<file path="src/rtl/mips_pkg.sv">
// ---------------------------------------------------------------------------
// mips_pkg
// Shared definitions for the instruction-fetch sequencer.
//   WORD_W        : datapath / address width (word-index addressing)
//   FIFO_DEPTH    : entries in the fetch FIFO between sequencer and decode
//   seq_state_t   : sequencer FSM states
//   fetch_entry_t : one fetched instruction tagged with its word index
//   in_program()  : true when a word index lies inside the program image
// ---------------------------------------------------------------------------
package mips_pkg;

   localparam int WORD_W     = 32;
   localparam int FIFO_DEPTH = 2;
   localparam int FIFO_PTR_W = $clog2(FIFO_DEPTH);
   localparam int FIFO_CNT_W = $clog2(FIFO_DEPTH + 1);

   typedef enum logic [1:0] {
      ST_IDLE = 2'd0,
      ST_RUN  = 2'd1,
      ST_DONE = 2'd2
   } seq_state_t;

   typedef struct packed {
      logic [WORD_W-1:0] pc;
      logic [WORD_W-1:0] instr;
   } fetch_entry_t;

   // Word indices at or beyond the program length mark end-of-program.
   function automatic logic in_program(input logic [WORD_W-1:0] idx,
                                       input int unsigned       len);
      return idx < WORD_W'(len);
   endfunction

endpackage

</file>
<file path="src/rtl/fetch_fifo.sv">
// ---------------------------------------------------------------------------
// fetch_fifo
// Small synchronous FIFO holding {pc, instr} pairs between the fetch
// sequencer and decode. Flush discards every entry in one cycle and wins
// over push/pop. A push into a full FIFO is accepted only when a pop
// happens in the same cycle, so a full FIFO can stream without a bubble.
//   clk, rst_n : clock, asynchronous active-low reset
//   flush      : drop all entries
//   push, din  : write request and entry
//   pop        : read request (ignored when empty)
//   dout       : head entry (zero after reset)
//   full/empty : occupancy flags
// ---------------------------------------------------------------------------
module fetch_fifo
   import mips_pkg::*;
(
   input  logic         clk,
   input  logic         rst_n,
   input  logic         flush,
   input  logic         push,
   input  logic         pop,
   input  fetch_entry_t din,
   output fetch_entry_t dout,
   output logic         full,
   output logic         empty
);

   fetch_entry_t            mem [FIFO_DEPTH];
   logic [FIFO_PTR_W-1:0]   rd_ptr;
   logic [FIFO_PTR_W-1:0]   wr_ptr;
   logic [FIFO_CNT_W-1:0]   count;
   logic                    do_push;
   logic                    do_pop;

   assign empty   = (count == '0);
   assign full    = (count == FIFO_CNT_W'(FIFO_DEPTH));
   assign do_pop  = pop && !empty;
   assign do_push = push && (!full || do_pop);
   assign dout    = mem[rd_ptr];

   // Pointers wrap naturally because FIFO_DEPTH is a power of two.
   always_ff @(posedge clk or negedge rst_n) begin
      if (!rst_n) begin
         // NOTE: storage is reset because the head entry is visible on the
         // outputs and must read as zero after reset; a deeper FIFO whose
         // contents never reach a port would leave its array unreset.
         for (int i = 0; i < FIFO_DEPTH; i++) begin
            mem[i] <= '0;
         end
         rd_ptr <= '0;
         wr_ptr <= '0;
         count  <= '0;
      end else if (flush) begin
         rd_ptr <= '0;
         wr_ptr <= '0;
         count  <= '0;
      end else begin
         if (do_push) begin
            mem[wr_ptr] <= din;
            wr_ptr      <= wr_ptr + FIFO_PTR_W'(1);
         end
         if (do_pop) begin
            rd_ptr <= rd_ptr + FIFO_PTR_W'(1);
         end
         unique case ({do_push, do_pop})
            2'b10:   count <= count + FIFO_CNT_W'(1);
            2'b01:   count <= count - FIFO_CNT_W'(1);
            default: count <= count;
         endcase
      end
   end

endmodule

</file>
<file path="src/rtl/if_sequencer.sv">
// ---------------------------------------------------------------------------
// if_sequencer
// Instruction-fetch sequencer. After start it walks a word-index PC from
// RESET_PC, reads the combinational instruction memory at imem_adr = pc and
// queues {pc, instr} into a 2-entry FIFO that feeds decode through a
// valid/ready handshake. Fetching stops (DONE) once pc reaches PROG_LEN; the
// FIFO still drains. A redirect flushes the FIFO and reloads the PC, and
// outranks every other input.
//   clk, rst_n       : clock, asynchronous active-low reset
//   start            : one-cycle pulse, IDLE -> RUN
//   imem_adr         : word index presented to instruction memory
//   imem_dout        : instruction word for imem_adr (same cycle)
//   redirect_valid   : taken branch/jump this cycle
//   redirect_pc      : word-index target of the redirect
//   out_valid        : out_instr/out_pc hold a fetched instruction
//   out_ready        : decode accepts the head instruction
//   out_instr/out_pc : head instruction and its word index
//   done             : sequencer is in DONE
// ---------------------------------------------------------------------------
module if_sequencer
   import mips_pkg::*;
#(
   parameter logic [WORD_W-1:0] RESET_PC = '0,
   parameter int unsigned       PROG_LEN = 12
) (
   input  logic              clk,
   input  logic              rst_n,
   input  logic              start,
   output logic [WORD_W-1:0] imem_adr,
   input  logic [WORD_W-1:0] imem_dout,
   input  logic              redirect_valid,
   input  logic [WORD_W-1:0] redirect_pc,
   output logic              out_valid,
   input  logic              out_ready,
   output logic [WORD_W-1:0] out_instr,
   output logic [WORD_W-1:0] out_pc,
   output logic              done
);

   seq_state_t        state;
   logic [WORD_W-1:0] pc;
   logic              done_q;

   logic              fifo_full;
   logic              fifo_empty;
   logic              pop;
   logic              push;
   fetch_entry_t      push_entry;
   fetch_entry_t      head_entry;

   assign imem_adr  = pc;
   assign out_valid = !fifo_empty;
   assign out_instr = head_entry.instr;
   assign out_pc    = head_entry.pc;
   assign done      = done_q;

   assign pop = out_valid && out_ready;

   // A push rides on a same-cycle pop when the FIFO is full. It is gated by
   // the PC being inside the program so the RUN->DONE decision below sees
   // "no push" exactly when the end of the program is reached.
   assign push = (state == ST_RUN) && !redirect_valid
                 && in_program(pc, PROG_LEN)
                 && (!fifo_full || pop);

   assign push_entry.pc    = pc;
   assign push_entry.instr = imem_dout;

   always_ff @(posedge clk or negedge rst_n) begin
      if (!rst_n) begin
         state  <= ST_IDLE;
         pc     <= RESET_PC;
         done_q <= 1'b0;
      end else if (redirect_valid) begin
         // NOTE: non-blocking assignments throughout, so every branch reads
         // the pre-edge values of state and pc regardless of statement order.
         pc <= redirect_pc;
         if (in_program(redirect_pc, PROG_LEN)) begin
            state  <= ST_RUN;
            done_q <= 1'b0;
         end else begin
            state  <= ST_DONE;
            done_q <= 1'b1;
         end
      end else begin
         unique case (state)
            ST_IDLE: begin
               if (start) begin
                  state <= ST_RUN;
                  pc    <= RESET_PC;
               end
            end
            ST_RUN: begin
               if (push) begin
                  pc <= pc + WORD_W'(1);
               end else if (!in_program(pc, PROG_LEN)) begin
                  state  <= ST_DONE;
                  done_q <= 1'b1;
               end
            end
            ST_DONE: begin
               state <= ST_DONE;
            end
            default: begin
               state  <= ST_IDLE;
               done_q <= 1'b0;
            end
         endcase
      end
   end

   fetch_fifo u_fetch_fifo (
      .clk   (clk),
      .rst_n (rst_n),
      .flush (redirect_valid),
      .push  (push),
      .pop   (pop),
      .din   (push_entry),
      .dout  (head_entry),
      .full  (fifo_full),
      .empty (fifo_empty)
   );

endmodule

</file>
<file path="config.mk">
export PLATFORM = sky130hd
export DESIGN_NAME = if_sequencer
export DESIGN_NICKNAME = d
export VERILOG_FILES = /design/src/rtl/mips_pkg.sv /design/src/rtl/fetch_fifo.sv /design/src/rtl/if_sequencer.sv
export SDC_FILE = /design/constraint.sdc
export NUM_CORES = 1
export LEC_CHECK = 0
export CORE_ASPECT_RATIO = 1.4
export CORE_MARGIN = 2
export CORE_UTILIZATION = 50
export DETAILED_ROUTE_END_ITERATION = 12
export PLACE_DENSITY = 0.85
export SYNTH_ARGS = -nofsm -noshare
export SYNTH_HDL_FRONTEND = slang
export SYNTH_SLANG_ARGS = --single-unit
</file>
<file path="constraint.sdc">
create_clock -name clk -period 3.2 [get_ports clk]
set_input_delay 0.32 -clock clk [delete_from_list [all_inputs] [get_ports clk]]
set_output_delay 0.32 -clock clk [all_outputs]
set_load 0.05 [all_outputs]
</file>
# After elaboration in Yosys (flattened, before gate mapping)
# Cells that the tools add are included.
# W data, S select, Z words.
# word_totals
inputBits,69
ff_bits,167
out_inout_bits,98
# classes
n_lt_le_gt_ge,5
n_eq_ne,10
n_addsub,5
bitwise,3
n_reduce_logical,23
mux,27
# ops
op,n
$mux W64,4
$bwmux W128,1
$mux W32,3
$demux W64 S1,1
$lt A32 B4 Y1 const B,2
$pmux W32 S2,1
$add A32 B1 Y32 const B,1
$mux W2,6
$ne A3 B3 Y1 const B,3
$reduce_and A3 Y1,3
$mux W1,8
$logic_and A1 B1 Y1,7
$eq A2 B2 Y1 const B,3
$pmux W2 S3,1
$reduce_bool A3 Y1,2
$eq A2 B1 Y1 const B,2
$ge A2 B2 Y1 const B,2
$logic_not A2 Y1,2
$not A1 Y2,2
$pmux W2 S2,1
$reduce_bool A2 Y1,2
$logic_not A1 Y1,3
$ne A3 B2 Y1 const B,1
$add A1 B1 Y1 const B,2
other kinds (9),10

# Longest topological paths before layout
# logic_depth
word_depth,9
ltp_mapped,9
mapped_depth_nobuf,7

# By module
# Synthesis repeated with hierarchy kept, for this count alone.
# hier_totals
hier_cells,504
hier_area_um2,7500.9
# modules_own_cells
module,cells_per_inst,area_each_um2,seq_area_each_um2,instances
fetch_fifo,365,5914.4,3303.2,1
if_sequencer,139,1586.5,875.8,1

# Worst setup path before layout
# OpenSTA, ideal clock, no wires.
# synth_path
path_type,register -> register
startpoint,register pc[14] (netlist: imem_adr[14])
endpoint,register u_fetch_fifo.mem[99] in the netlist's numbering
setup_ps,128
period_less_slack_ps,2436
arrival_ps,2308
t_required_ps,3072
path_stages_with_launch,8
path_slack_ps,764
path_cell_list,dfrtp_1 nor4_1 nand4_1 nor4_4 nor2b_1 buf_4 buf_8 mux2_1
# synth_between
elab_chain_cells,5
# synth_rtl
item,line_no,source
start: declaration,if_sequencer.sv:41,logic [WORD_W-1:0] pc;
start signal: assignment,if_sequencer.sv:77,pc <= redirect_pc;
start signal: assignment,if_sequencer.sv:95,pc <= pc + WORD_W'(1);
$lt A32 B4 Y1,mips_pkg.sv:31,return idx < WORD_W'(len);
$logic_and A1 B1 Y1,if_sequencer.sv:63,"&& in_program(pc, PROG_LEN)"
$logic_and A1 B1 Y1,if_sequencer.sv:64,&& (!fifo_full || pop);
$logic_and A1 B1 Y1,fetch_fifo.sv:38,assign do_push = push && (!full || do_pop);
$reduce_and A2 Y1 (no line),-,
end signal: indexed assignment,fetch_fifo.sv:59,mem[wr_ptr] <= din;
end: declaration,fetch_fifo.sv:28,fetch_entry_t mem [FIFO_DEPTH];
# No other way between the ends.
# A chain may end at the register's enable or synchronous reset.

# Worst setup path in the final report
# layout_path
startpoint,register pc[26] (netlist: imem_adr[26])
endpoint,register u_fetch_fifo.mem[96] in the netlist's numbering
# Same word-level chain as after synthesis.

==> results.tsv <==
stage	metric	value	unit
clock_tree	cts.sinks	167	
setup_path	required_time_worst_endpoint	3490	ps
global_routing	number_of_global_route_vias_before_repair	5405	
synthesis	synth_top_cell_by_area	dfrtp_1	
die	design.die.area	15200	um2
power	p_leak	4.54	nW
setup_path	crit_path_end_kind	register	
clock_tree	insertion_delay	410	ps
finish	multiInputGateArea	2770	um2
synthesis	yosys-top-cells-count	dfrtp_1 (167), mux2_2 (103), mux2_1 (34)	
placement	dp_hpwl	11.6	mm
synthesis	synth_area_per_cell	13.7	um2
global_routing	grt_first_pass_wirelength	27.4	mm
die	floorplan.die.height	145	um
timing	final_hold_slack	-45.6	ps
global_routing	initial_antenna_violation_count	0	
clock_tree	ctsLongestPathBuffers	2	
timing	slew_violations	0	
route	routedWlPerCell	18.9	um
die	die_w	105	um
global_routing	grt_overflow	0	
timing	setup-tns-final	0	ps
global_routing	pin_count_of_the_biggest_net_entering_global_routing	92	
synthesis	synth_largest_type_area_fraction	58.6	%
die	start_util	51.2	%
finish	syn2layout_area_growth	34.3	%
power	switching_power	0.00122	W
route	first_drt_pass_iteration_count	4	
timing	timing.max_slew.rel_slack	41.3	%
timing	worst_slew_pin_slew	874	ps
route	vias_cell	5.56	
synthesis	synthMostInstantiatedCell	dfrtp_1	
route	num_vias	4928	
placement	port-buffer-count	166	
setup_path	worst-r2r-cell-count	6	
timing	rsz0062_at_grt	false	
setup_path	timing_worst_setup_path_type	register to register	
synthesis	yosysWarnings	0	
clock_tree	cts_hold_buffers	0	
clock_tree	postCtsResizedCells	0	
clock_tree	tritoncts_clock_tree	built	
route	drt_wl_total	16.8	mm
placement	gp_congestion	0.836	
setup_path	crit_path_max_fanout	64	
synthesis	synth_cell_type_count	42	
synthesis	syn_nets	594	
die	placement_rows	51	
clock_tree	cts.root.buffer_cell	clkbuf_16	
clock_tree	htree_num_levels	4	
clock_tree	clkSlewWorstSetupHoldPaths	70	ps
setup_path	timing.critical_path.from_type	register	
timing	setup_viol	0	
finish	regArea	4180	um2
die	floorplan.core_area	13900	um2
route	detail_route.drc_violations	0	
route	initialDrtViolationCount	203	
global_routing	gr-usage-all-layers	22.6	%
synthesis	synth-main-ff-cell	dfrtp_1	
synthesis	post_synth_inst_count	521	
min_path	worst_hold_path_type	primary input to async pin	
finish	final_nets	763	
timing	layout_worst_path_cycle_share	95.3	%
clock_tree	cts_setup_buffers	0	
clock_tree	numCtsBuffers	17	
synthesis	postSynthRegisterBits	167	
status	outcome	finished, violations left	
timing	skew	8.65	ps
synthesis	synthTopCellsByArea	dfrtp_1 (59%), mux2_2 (16%), mux2_1 (5.4%)	
power	power.ir.vdd_worst	0.000293	V
timing	report.final.hold_viol_count	9	
route	postRouteAntennaNets	0	
setup_path	cp_data_arrival_time	3340	ps
finish	fillCellCount	1023	
flow_run	cap_violations	0	
power	internal_power	0.00355	W
synthesis	ys_seq_area_share	58.6	%
power	powerDensity	498	nW/um2
synthesis	synth_enable_flop_cells	0	
synthesis	syn_area	7130	um2
power	share_seq_of_total_power	46.5	%
finish	diodes	0	
power	power_switching_share	25.6	%
placement	preCtsSetupSlack	209	ps
power	power.combinational.fraction	11.2	%
finish	drive_above_1_share	21.7	%
power	p_clk_share	42.3	%
die	num_io_pins	167	
timing	post-route-min-period	3050	ps
status	violations_in_the_final_reports	negative hold slack	
timing	finalWorstSetupSlack	151	ps
synthesis	synth-async-reset-ratio	100	%
timing	maximum_achievable_frequency	328	MHz
-- placed cells by master (no fill, tap or decap), types with 8 or more instances in the layout --
cell and n:
nor4_1 13, nor2b_1 31, dfrtp_1 166, clkdlybuf4s50_1 165
buf_4 8, nand2_1 13, mux2_2 103, clkbuf_16 17
a22o_1 24, and2_1 29, o21ai_0 11, mux2_1 34
-- registers in the layout, summed over array words and instances, names as in the netlist --
register / flops
u_fetch_fifo.rd_ptr: 1
state: 2
u_fetch_fifo.mem: 128
imem_adr: 32
u_fetch_fifo.count: 2
done: 1
u_fetch_fifo.wr_ptr: 1
-- cell type report --
| class | count | area share (%) |
|---|---|---|
| Sequential cell | 167 | 43.7 |
| Multi-Input combinational cell | 321 | 29.0 |
| Timing Repair Buffer | 177 | 18.6 |
| Clock buffer | 18 | 4.59 |
| Tap cell | 185 | 2.42 |
| Clock inverter | 13 | 1.53 |
| Inverter | 6 | 0.235 |
-- stage by stage --
step                area, um2  cells  total power [W]  hold WS, ps  utilization (%)
floorplan                7130    521          0.00250         24.4                -
global placement         8990    856          0.00278          442             64.6
detailed placement       8990    856          0.00279          461             64.6
CTS                      9580    887          0.00482         6.61             68.8
global route             9580    887          0.00495         33.1             68.8
finish                   9580    887          0.00477        -45.6             68.8
-- metal layers --
| layer | global-route usage (%) | up-vias | part of all wire (%) |
|---|---|---|---|
| li1 | - | 2206 | - |
| met1 | 26.2 | 2520 | 39 |
| met2 | 40.2 | 181 | 53 |
| met3 | 5.93 | 21 | 6.2 |
| met4 | 7.73 | 0 | 1.6 |
| met5 | 0 | - | 0 |
-- power groups by stage --
| stage | Sequential [W] | Clock [W] | Combinational, W |
|---|---|---|---|
| finish | 0.00222 | 0.00202 | 0.000536 |
| global route | 0.00222 | 0.00216 | 0.000569 |
| CTS | 0.00222 | 0.00206 | 0.000539 |
| detailed placement | 0.00225 | 0 | 0.000536 |
| global placement | 0.00225 | 0 | 0.000529 |
| floorplan | 0.00240 | 0 | 0.000107 |
-- worst paths after layout --
check	startpoint	end	slack, ps
setup / recovery	imem_adr[26]	u_fetch_fifo.mem[96]	150
hold / removal	rst_n	u_fetch_fifo.mem[12]	-50
setup reg to reg	imem_adr[26]	u_fetch_fifo.mem[96]	150
min in group clk	u_fetch_fifo.mem[36]	u_fetch_fifo.mem[36]	480
hold reg to reg	u_fetch_fifo.mem[36]	u_fetch_fifo.mem[36]	480
max in group asynchronous	rst_n	u_fetch_fifo.mem[104]	2350
-- cells by family after synthesis --
| family | Yosys count | synth area share, % |
|---|---|---|
| mux | 139 | 21.9 |
| fa+ha+maj | 4 | 0.702 |
| flops | 167 | 58.6 |
| simple gates | 119 | 9.95 |
| buf+inv | 33 | 2.58 |
| compound gates | 57 | 5.97 |
| xor+xnor | 2 | 0.246 |
-- critical path: stages (launching register included) --
cell     delay (ps)
dfrtp_1         400
nor4_1          640
nand4_1         390
nor4_4          530
nor2b_4         240
buf_12          280
mux2_2          370
Note: power is estimated with default switching activity, not from simulation.
